$ cat src/rtl/axi4l_pkg.sv
// rtl/axi4l_pkg.sv - AXI4-Lite shared types: address/data, response codes, protection bits
package axi4l_pkg;
  localparam int ADDR_W = 32;
  localparam int DATA_W = 32;

  typedef logic [ADDR_W-1:0]   addr_t;
  typedef logic [DATA_W-1:0]   data_t;
  typedef logic [DATA_W/8-1:0] strb_t;

  typedef enum logic [1:0] {
    OKAY   = 2'b00,
    EXOKAY = 2'b01,
    SLVERR = 2'b10,
    DECERR = 2'b11
  } resp_t;

  typedef logic [2:0] prot_t;
  localparam prot_t PROT_PRIV  = 3'b001;
  localparam prot_t PROT_NSEC  = 3'b010;
  localparam prot_t PROT_INSTR = 3'b100;
endpackage

$ cat src/rtl/axi4l_if.sv
// rtl/axi4l_if.sv - AXI4-Lite bus bundle with master/slave views
interface axi4l_if (
  input logic aclk,
  input logic aresetn
);
  import axi4l_pkg::*;

  addr_t awaddr;
  prot_t awprot;
  logic  awvalid;
  logic  awready;
  data_t wdata;
  strb_t wstrb;
  logic  wvalid;
  logic  wready;
  resp_t bresp;
  logic  bvalid;
  logic  bready;
  addr_t araddr;
  prot_t arprot;
  logic  arvalid;
  logic  arready;
  data_t rdata;
  resp_t rresp;
  logic  rvalid;
  logic  rready;

  modport master (
    input  aclk, aresetn,
    output awaddr, awprot, awvalid, input awready,
    output wdata, wstrb, wvalid, input wready,
    input  bresp, bvalid, output bready,
    output araddr, arprot, arvalid, input arready,
    input  rdata, rresp, rvalid, output rready
  );

  modport slave (
    input  aclk, aresetn,
    input  awaddr, awprot, awvalid, output awready,
    input  wdata, wstrb, wvalid, output wready,
    output bresp, bvalid, input bready,
    input  araddr, arprot, arvalid, output arready,
    output rdata, rresp, rvalid, input rready
  );
endinterface

$ cat src/rtl/ibex_obi_axi4l_bridge.sv
// rtl/ibex_obi_axi4l_bridge.sv - single-outstanding Ibex req/gnt/rvalid to AXI4-Lite master bridge
// Optional IBEX_AXI4L_BRIDGE_PROT_EN adds priv_i, driven onto axprot[0].
module ibex_obi_axi4l_bridge
  import axi4l_pkg::*;
#(
  parameter int INSTR_PORT = 0,
  parameter int ADDR_WIDTH = 32
) (
  input  logic                  aclk,
  input  logic                  aresetn,
  input  logic                  req_i,
  output logic                  gnt_o,
  input  logic [ADDR_WIDTH-1:0] addr_i,
  input  logic                  we_i,
  input  logic [3:0]            be_i,
  input  logic [31:0]           wdata_i,
  output logic                  rvalid_o,
  output logic [31:0]           rdata_o,
  output logic                  err_o,
`ifdef IBEX_AXI4L_BRIDGE_PROT_EN
  input  logic                  priv_i,
`endif
  axi4l_if.master               axi
);

  typedef enum logic [2:0] {
    IDLE,
    WR_REQ,
    WR_RESP,
    RD_REQ,
    RD_RESP
  } state_t;

  localparam logic [ADDR_WIDTH-1:0] WORD_MASK = ~ADDR_WIDTH'(3);
  localparam prot_t PROT_BASE = (INSTR_PORT != 0) ? PROT_INSTR : prot_t'(0);

  state_t                  state;
  logic [ADDR_WIDTH-1:0]   addr_q;
  logic [3:0]              be_q;
  logic [31:0]             wdata_q;
  logic                    awvalid_q, wvalid_q, arvalid_q, bready_q, rready_q;
  logic                    aw_done, w_done;
  logic                    aw_hs, w_hs, aw_ok, w_ok;
  prot_t                   prot;

`ifdef IBEX_AXI4L_BRIDGE_PROT_EN
  logic priv_q;
  assign prot = PROT_BASE | (priv_q ? PROT_PRIV : prot_t'(0));
`else
  assign prot = PROT_BASE;
`endif

  // Grant is only offered from IDLE, which keeps at most one transaction in flight.
  assign gnt_o = aresetn && req_i && (state == IDLE);

  assign aw_hs = awvalid_q && axi.awready;
  assign w_hs  = wvalid_q && axi.wready;
  assign aw_ok = aw_done || aw_hs;
  assign w_ok  = w_done || w_hs;

  always_ff @(posedge aclk) begin
    if (!aresetn) begin
      state     <= IDLE;
      addr_q    <= '0;
      be_q      <= '0;
      wdata_q   <= '0;
      awvalid_q <= 1'b0;
      wvalid_q  <= 1'b0;
      arvalid_q <= 1'b0;
      bready_q  <= 1'b0;
      rready_q  <= 1'b0;
      aw_done   <= 1'b0;
      w_done    <= 1'b0;
      rvalid_o  <= 1'b0;
      rdata_o   <= '0;
      err_o     <= 1'b0;
`ifdef IBEX_AXI4L_BRIDGE_PROT_EN
      priv_q    <= 1'b0;
`endif
    end else begin
      rvalid_o <= 1'b0;
      case (state)
        IDLE: begin
          if (gnt_o) begin
            addr_q    <= addr_i & WORD_MASK;
            be_q      <= be_i;
            wdata_q   <= wdata_i;
            awvalid_q <= we_i;
            wvalid_q  <= we_i;
            arvalid_q <= !we_i;
            aw_done   <= 1'b0;
            w_done    <= 1'b0;
`ifdef IBEX_AXI4L_BRIDGE_PROT_EN
            priv_q    <= priv_i;
`endif
            state     <= we_i ? WR_REQ : RD_REQ;
          end
        end
        WR_REQ: begin
          // AW and W retire independently; B is only accepted once both have.
          if (aw_hs) begin
            awvalid_q <= 1'b0;
            aw_done   <= 1'b1;
          end
          if (w_hs) begin
            wvalid_q <= 1'b0;
            w_done   <= 1'b1;
          end
          if (aw_ok && w_ok) begin
            bready_q <= 1'b1;
            state    <= WR_RESP;
          end
        end
        WR_RESP: begin
          if (axi.bvalid) begin
            bready_q <= 1'b0;
            rvalid_o <= 1'b1;
            err_o    <= (axi.bresp != OKAY);
            state    <= IDLE;
          end
        end
        RD_REQ: begin
          if (axi.arready) begin
            arvalid_q <= 1'b0;
            rready_q  <= 1'b1;
            state     <= RD_RESP;
          end
        end
        RD_RESP: begin
          if (axi.rvalid) begin
            rready_q <= 1'b0;
            rvalid_o <= 1'b1;
            rdata_o  <= axi.rdata;
            err_o    <= (axi.rresp != OKAY);
            state    <= IDLE;
          end
        end
        default: state <= IDLE;
      endcase
    end
  end

  assign axi.awaddr  = addr_q;
  assign axi.awprot  = prot;
  assign axi.awvalid = awvalid_q;
  assign axi.wdata   = wdata_q;
  assign axi.wstrb   = be_q;
  assign axi.wvalid  = wvalid_q;
  assign axi.bready  = bready_q;
  assign axi.araddr  = addr_q;
  assign axi.arprot  = prot;
  assign axi.arvalid = arvalid_q;
  assign axi.rready  = rready_q;

endmodule

$ cat src/flat_wrapper.sv
// flat-port wrapper written by rule: the top's interface ports become plain ports
module ibex_obi_axi4l_bridge_flat import axi4l_pkg::*;
#(
  parameter int INSTR_PORT = 0,
  parameter int ADDR_WIDTH = 32
)
  (aclk, aresetn, req_i, gnt_o, addr_i, we_i, be_i, wdata_i, rvalid_o, rdata_o, err_o, axi_awaddr, axi_awprot, axi_awvalid, axi_awready, axi_wdata, axi_wstrb, axi_wvalid, axi_wready, axi_bresp, axi_bvalid, axi_bready, axi_araddr, axi_arprot, axi_arvalid, axi_arready, axi_rdata, axi_rresp, axi_rvalid, axi_rready);
  axi4l_if axi_i (.aclk(aclk), .aresetn(aresetn));
  input  logic aclk;
  input  logic aresetn;
  input  logic req_i;
  output logic gnt_o;
  input  logic [ADDR_WIDTH-1:0] addr_i;
  input  logic we_i;
  input  logic [3:0] be_i;
  input  logic [31:0] wdata_i;
  output logic rvalid_o;
  output logic [31:0] rdata_o;
  output logic err_o;
  output wire logic [$bits(axi_i.awaddr)-1:0] axi_awaddr;
  output wire logic [$bits(axi_i.awprot)-1:0] axi_awprot;
  output wire logic [$bits(axi_i.awvalid)-1:0] axi_awvalid;
  input wire logic [$bits(axi_i.awready)-1:0] axi_awready;
  output wire logic [$bits(axi_i.wdata)-1:0] axi_wdata;
  output wire logic [$bits(axi_i.wstrb)-1:0] axi_wstrb;
  output wire logic [$bits(axi_i.wvalid)-1:0] axi_wvalid;
  input wire logic [$bits(axi_i.wready)-1:0] axi_wready;
  input wire logic [$bits(axi_i.bresp)-1:0] axi_bresp;
  input wire logic [$bits(axi_i.bvalid)-1:0] axi_bvalid;
  output wire logic [$bits(axi_i.bready)-1:0] axi_bready;
  output wire logic [$bits(axi_i.araddr)-1:0] axi_araddr;
  output wire logic [$bits(axi_i.arprot)-1:0] axi_arprot;
  output wire logic [$bits(axi_i.arvalid)-1:0] axi_arvalid;
  input wire logic [$bits(axi_i.arready)-1:0] axi_arready;
  input wire logic [$bits(axi_i.rdata)-1:0] axi_rdata;
  input wire logic [$bits(axi_i.rresp)-1:0] axi_rresp;
  input wire logic [$bits(axi_i.rvalid)-1:0] axi_rvalid;
  output wire logic [$bits(axi_i.rready)-1:0] axi_rready;
  assign axi_awaddr = axi_i.awaddr;
  assign axi_awprot = axi_i.awprot;
  assign axi_awvalid = axi_i.awvalid;
  assign axi_i.awready = axi_awready;
  assign axi_wdata = axi_i.wdata;
  assign axi_wstrb = axi_i.wstrb;
  assign axi_wvalid = axi_i.wvalid;
  assign axi_i.wready = axi_wready;
  assign axi_i.bresp = axi_bresp;
  assign axi_i.bvalid = axi_bvalid;
  assign axi_bready = axi_i.bready;
  assign axi_araddr = axi_i.araddr;
  assign axi_arprot = axi_i.arprot;
  assign axi_arvalid = axi_i.arvalid;
  assign axi_i.arready = axi_arready;
  assign axi_i.rdata = axi_rdata;
  assign axi_i.rresp = axi_rresp;
  assign axi_i.rvalid = axi_rvalid;
  assign axi_rready = axi_i.rready;
  ibex_obi_axi4l_bridge #(.INSTR_PORT(INSTR_PORT), .ADDR_WIDTH(ADDR_WIDTH)) u_core (.aclk(aclk), .aresetn(aresetn), .req_i(req_i), .gnt_o(gnt_o), .addr_i(addr_i), .we_i(we_i), .be_i(be_i), .wdata_i(wdata_i), .rvalid_o(rvalid_o), .rdata_o(rdata_o), .err_o(err_o), .axi(axi_i));
endmodule
$ cat config.mk
export PLATFORM = sky130hd
export DESIGN_NAME = ibex_obi_axi4l_bridge_flat
export DESIGN_NICKNAME = d
export VERILOG_FILES = /design/src/rtl/axi4l_pkg.sv /design/src/rtl/axi4l_if.sv /design/src/rtl/ibex_obi_axi4l_bridge.sv /design/src/flat_wrapper.sv
export SDC_FILE = /design/constraint.sdc
export NUM_CORES = 1
export LEC_CHECK = 0
export CORE_MARGIN = 4
export CORE_UTILIZATION = 34
export DETAILED_ROUTE_END_ITERATION = 10
export PLACE_DENSITY = 0.83
export SETUP_SLACK_MARGIN = 0.02
export SYNTH_ARGS = -nofsm -noshare
export SYNTH_HDL_FRONTEND = slang
export SYNTH_SLANG_ARGS = --single-unit
$ cat constraint.sdc
create_clock -name aclk -period 2 [get_ports aclk]
set_input_delay 0.6 -clock aclk [delete_from_list [all_inputs] [get_ports aclk]]
set_output_delay 0.6 -clock aclk [all_outputs]
set_load 0.005 [all_outputs]
==> results_dict.tcl <==
set metrics [dict create \
    die_w_um 121 \
    synth_area_leader_cell "dfxtp_1" \
    skew_ps 4.33 \
    arrival_ps 1370 \
    syn_area_sq_um 4320 \
    root_buffer "clkbuf_16" \
    fmax_mhz 508 \
    synth_top_area_share_pct 51.0 \
    clkTransAtPathRegs_ps 60 \
    core_area_sq_um 12200 \
    grt_pass1_wl_mm 19.3 \
    vias 4153 \
    grt_use_total_pct 16.4 \
    p_leak_nw 2.76 \
    setup_ws_ps 31.9 \
    grt_overflow 0 \
    drive_gt1_share_pct 3.78 \
    numCtsBuffers 9 \
    worstSetupPathType "flop to output port" \
    drt-initial-drc-count 258 \
    drc_errors 0 \
    wl_per_cell_um 14.0 \
    viasPerCell 4.57 \
    fin_nets 850 \
    fin_util_pct 56.6 \
    first_pass_iters 4 \
    place_congestion 0.761 \
    die_height_um 121 \
    powerDensity_nw_per_um2 815 \
    setup-tns-final_ps 0 \
    period_minus_slack_ps 1970 \
    finalWirelength_mm 12.7 \
    placementRows 40 \
    start_util_pct 35.3 \
    first_global_vias 3946 \
    area_growth_pct 60.1 \
    rsz0062_at_grt "true" \
    hold_class "flop to flop" \
    synth_warnings 0 \
    hold_viol_final 0 \
    synth_seq_cells 110 \
    htreeDepth 3 \
    ys_types 32 \
    drv_slew 0 \
    cts_tree "yes" \
    syn_inst 537 \
    final_cell_mix "clkdlybuf4s50_1, nand2_1, dfxtp_1, nand3_1, a21boi_0" \
    grt_max_degree 112 \
    tightestPinTransition_ps 1080 \
    slew_headroom_pct 28.1 \
    final_common_cell "clkdlybuf4s50_1" \
    postRouteAntennaNets 0 \
    setup_violations 0 \
    cts.path.max_buffers 2 \
    critical_path_required_ps 1400 \
    portBuffers 246 \
    endpoint_kind "output port" \
    drv_cap 0 \
    finalCritPeriodShare_pct 98.4 \
    syn_area_per_cell_sq_um 8.04 \
    ios 259 \
    yosysSeqAreaShare_pct 51.0 \
    n_antenna_cell 0 \
    worstSetupStartpointType "flop" \
    dp_hpwl_mm 9.22 \
    grt_antenna_before_repair 0 \
    peakVddDrop_uv 420 \
    dp_slack_ps -797 \
    synthTopCellsByArea "dfxtp_1, nand2_1, nand3_1, buf_4, a21boi_0" \
    numClockSinks 110 \
    status "completed" \
    die-area_sq_um 14600 \
    cp_max_fo 2 \
    postCtsSetupBuffers 0 \
    clock_latency_ps 340 \
]
-- metal layers --
metal | vias to the layer above | part of all wire [%] | global-route usage, %
met2 | 162 | 50 | 28.5
met1 | 1893 | 40 | 18.3
met5 | - | 0 | 0
met3 | 23 | 7.8 | 5.05
met4 | 0 | 2.7 | 8.00
li1 | 2075 | - | -
-- Yosys cell counts --
master,instances
nor2_1,4
o21ai_0,1
or3_1,1
buf_6,3
and3b_1,1
inv_1,2
and2_1,3
or4_4,1
inv_2,1
a31o_2,1
nand3_1,72
nor3b_1,2
o311ai_0,1
clkbuf_1,21
nand3b_1,2
a32oi_1,1
a21oi_1,7
nand2b_1,1
buf_4,41
buf_2,9
mux2i_1,1
nor2b_1,2
buf_1,2
a31oi_1,1
a21boi_1,8
nand2_1,204
a21boi_0,29
a211oi_1,1
conb_1,1
o211ai_1,2
nor4b_1,1
dfxtp_1,110
-- path summary, 6_finish.rpt --
check,startpoint,to,slack [ps],cells past startpoint
worst min register to register,u_core.rdata_o[31],u_core.rdata_o[31],450,2
worst min-delay path,u_core.rdata_o[31],u_core.rdata_o[31],450,2
worst max register to register,u_core.state[2],u_core.axi.arvalid,150,4
worst max-delay path,u_core.state[2],gnt_o,30,3
-- worst max-delay path, cell delays in order, from the launching register on --
cell and delay (ps):
dfxtp_1 310, or4_4 550, inv_4 80, buf_6 90
-- per-stage QoR --
step                      instance area [sq um]  hold WS, ps  power [mW]  cells
after global routing                       6910          468        5.96    909
after CTS                                  6910          455        5.73    909
after floorplan                            4360          450        3.27    546
final                                      6910          451        5.63    909
after detailed placement                   6640          446        4.12    894
after global placement                     6640          441        4.08    894
-- state kept, by name (all words and copies together), names as in the netlist --
signal,cells
u_core.axi.rready,1
u_core.axi.awvalid,1
u_core.rvalid_o,1
u_core.state,3
u_core.axi.araddr,30
u_core.axi.wvalid,1
u_core.axi.wstrb,4
u_core.aw_done,1
u_core.axi.wdata,32
u_core.w_done,1
u_core.axi.arvalid,1
u_core.err_o,1
u_core.axi.bready,1
u_core.rdata_o,32
-- final cells by class --
class / instances / area, sq um
Sequential cell: 110 / 2200
Tap cell: 168 / 210
Timing Repair Buffer: 256 / 2560
Fill cell: 1144 / 5300
Clock buffer: 13 / 240
Clock inverter: 2 / 10.0
Inverter: 3 / 13.8
Multi-Input combinational cell: 357 / 1670
-- cell families (layout without fill, tap and decap cells) --
kind of cell,count (synthesis),count (layout),synth area share (%)
multiplexers,1,1,0.232
AO/OA/AOI/OAI,52,52,8.64
flip-flops,110,110,51.0
buffers and inverters,79,274,11.2
AND/OR/NAND/NOR,294,294,28.8
other,1,10,0.0869
-- power breakdown --
part,leakage (nW),switching [mW],internal (mW)
clock,0.123,0.733,0.836
combinational,1.74,0.578,0.897
sequential,0.898,0.151,2.44
-- what timing repair did --
action | in CTS | in global routing
hold buffers | 0 | 0
gates resized for setup | 13 | 1
pin swaps | 2 | 1
setup endpoints to repair | 72 | 4
(Power assumes the default switching activity.)
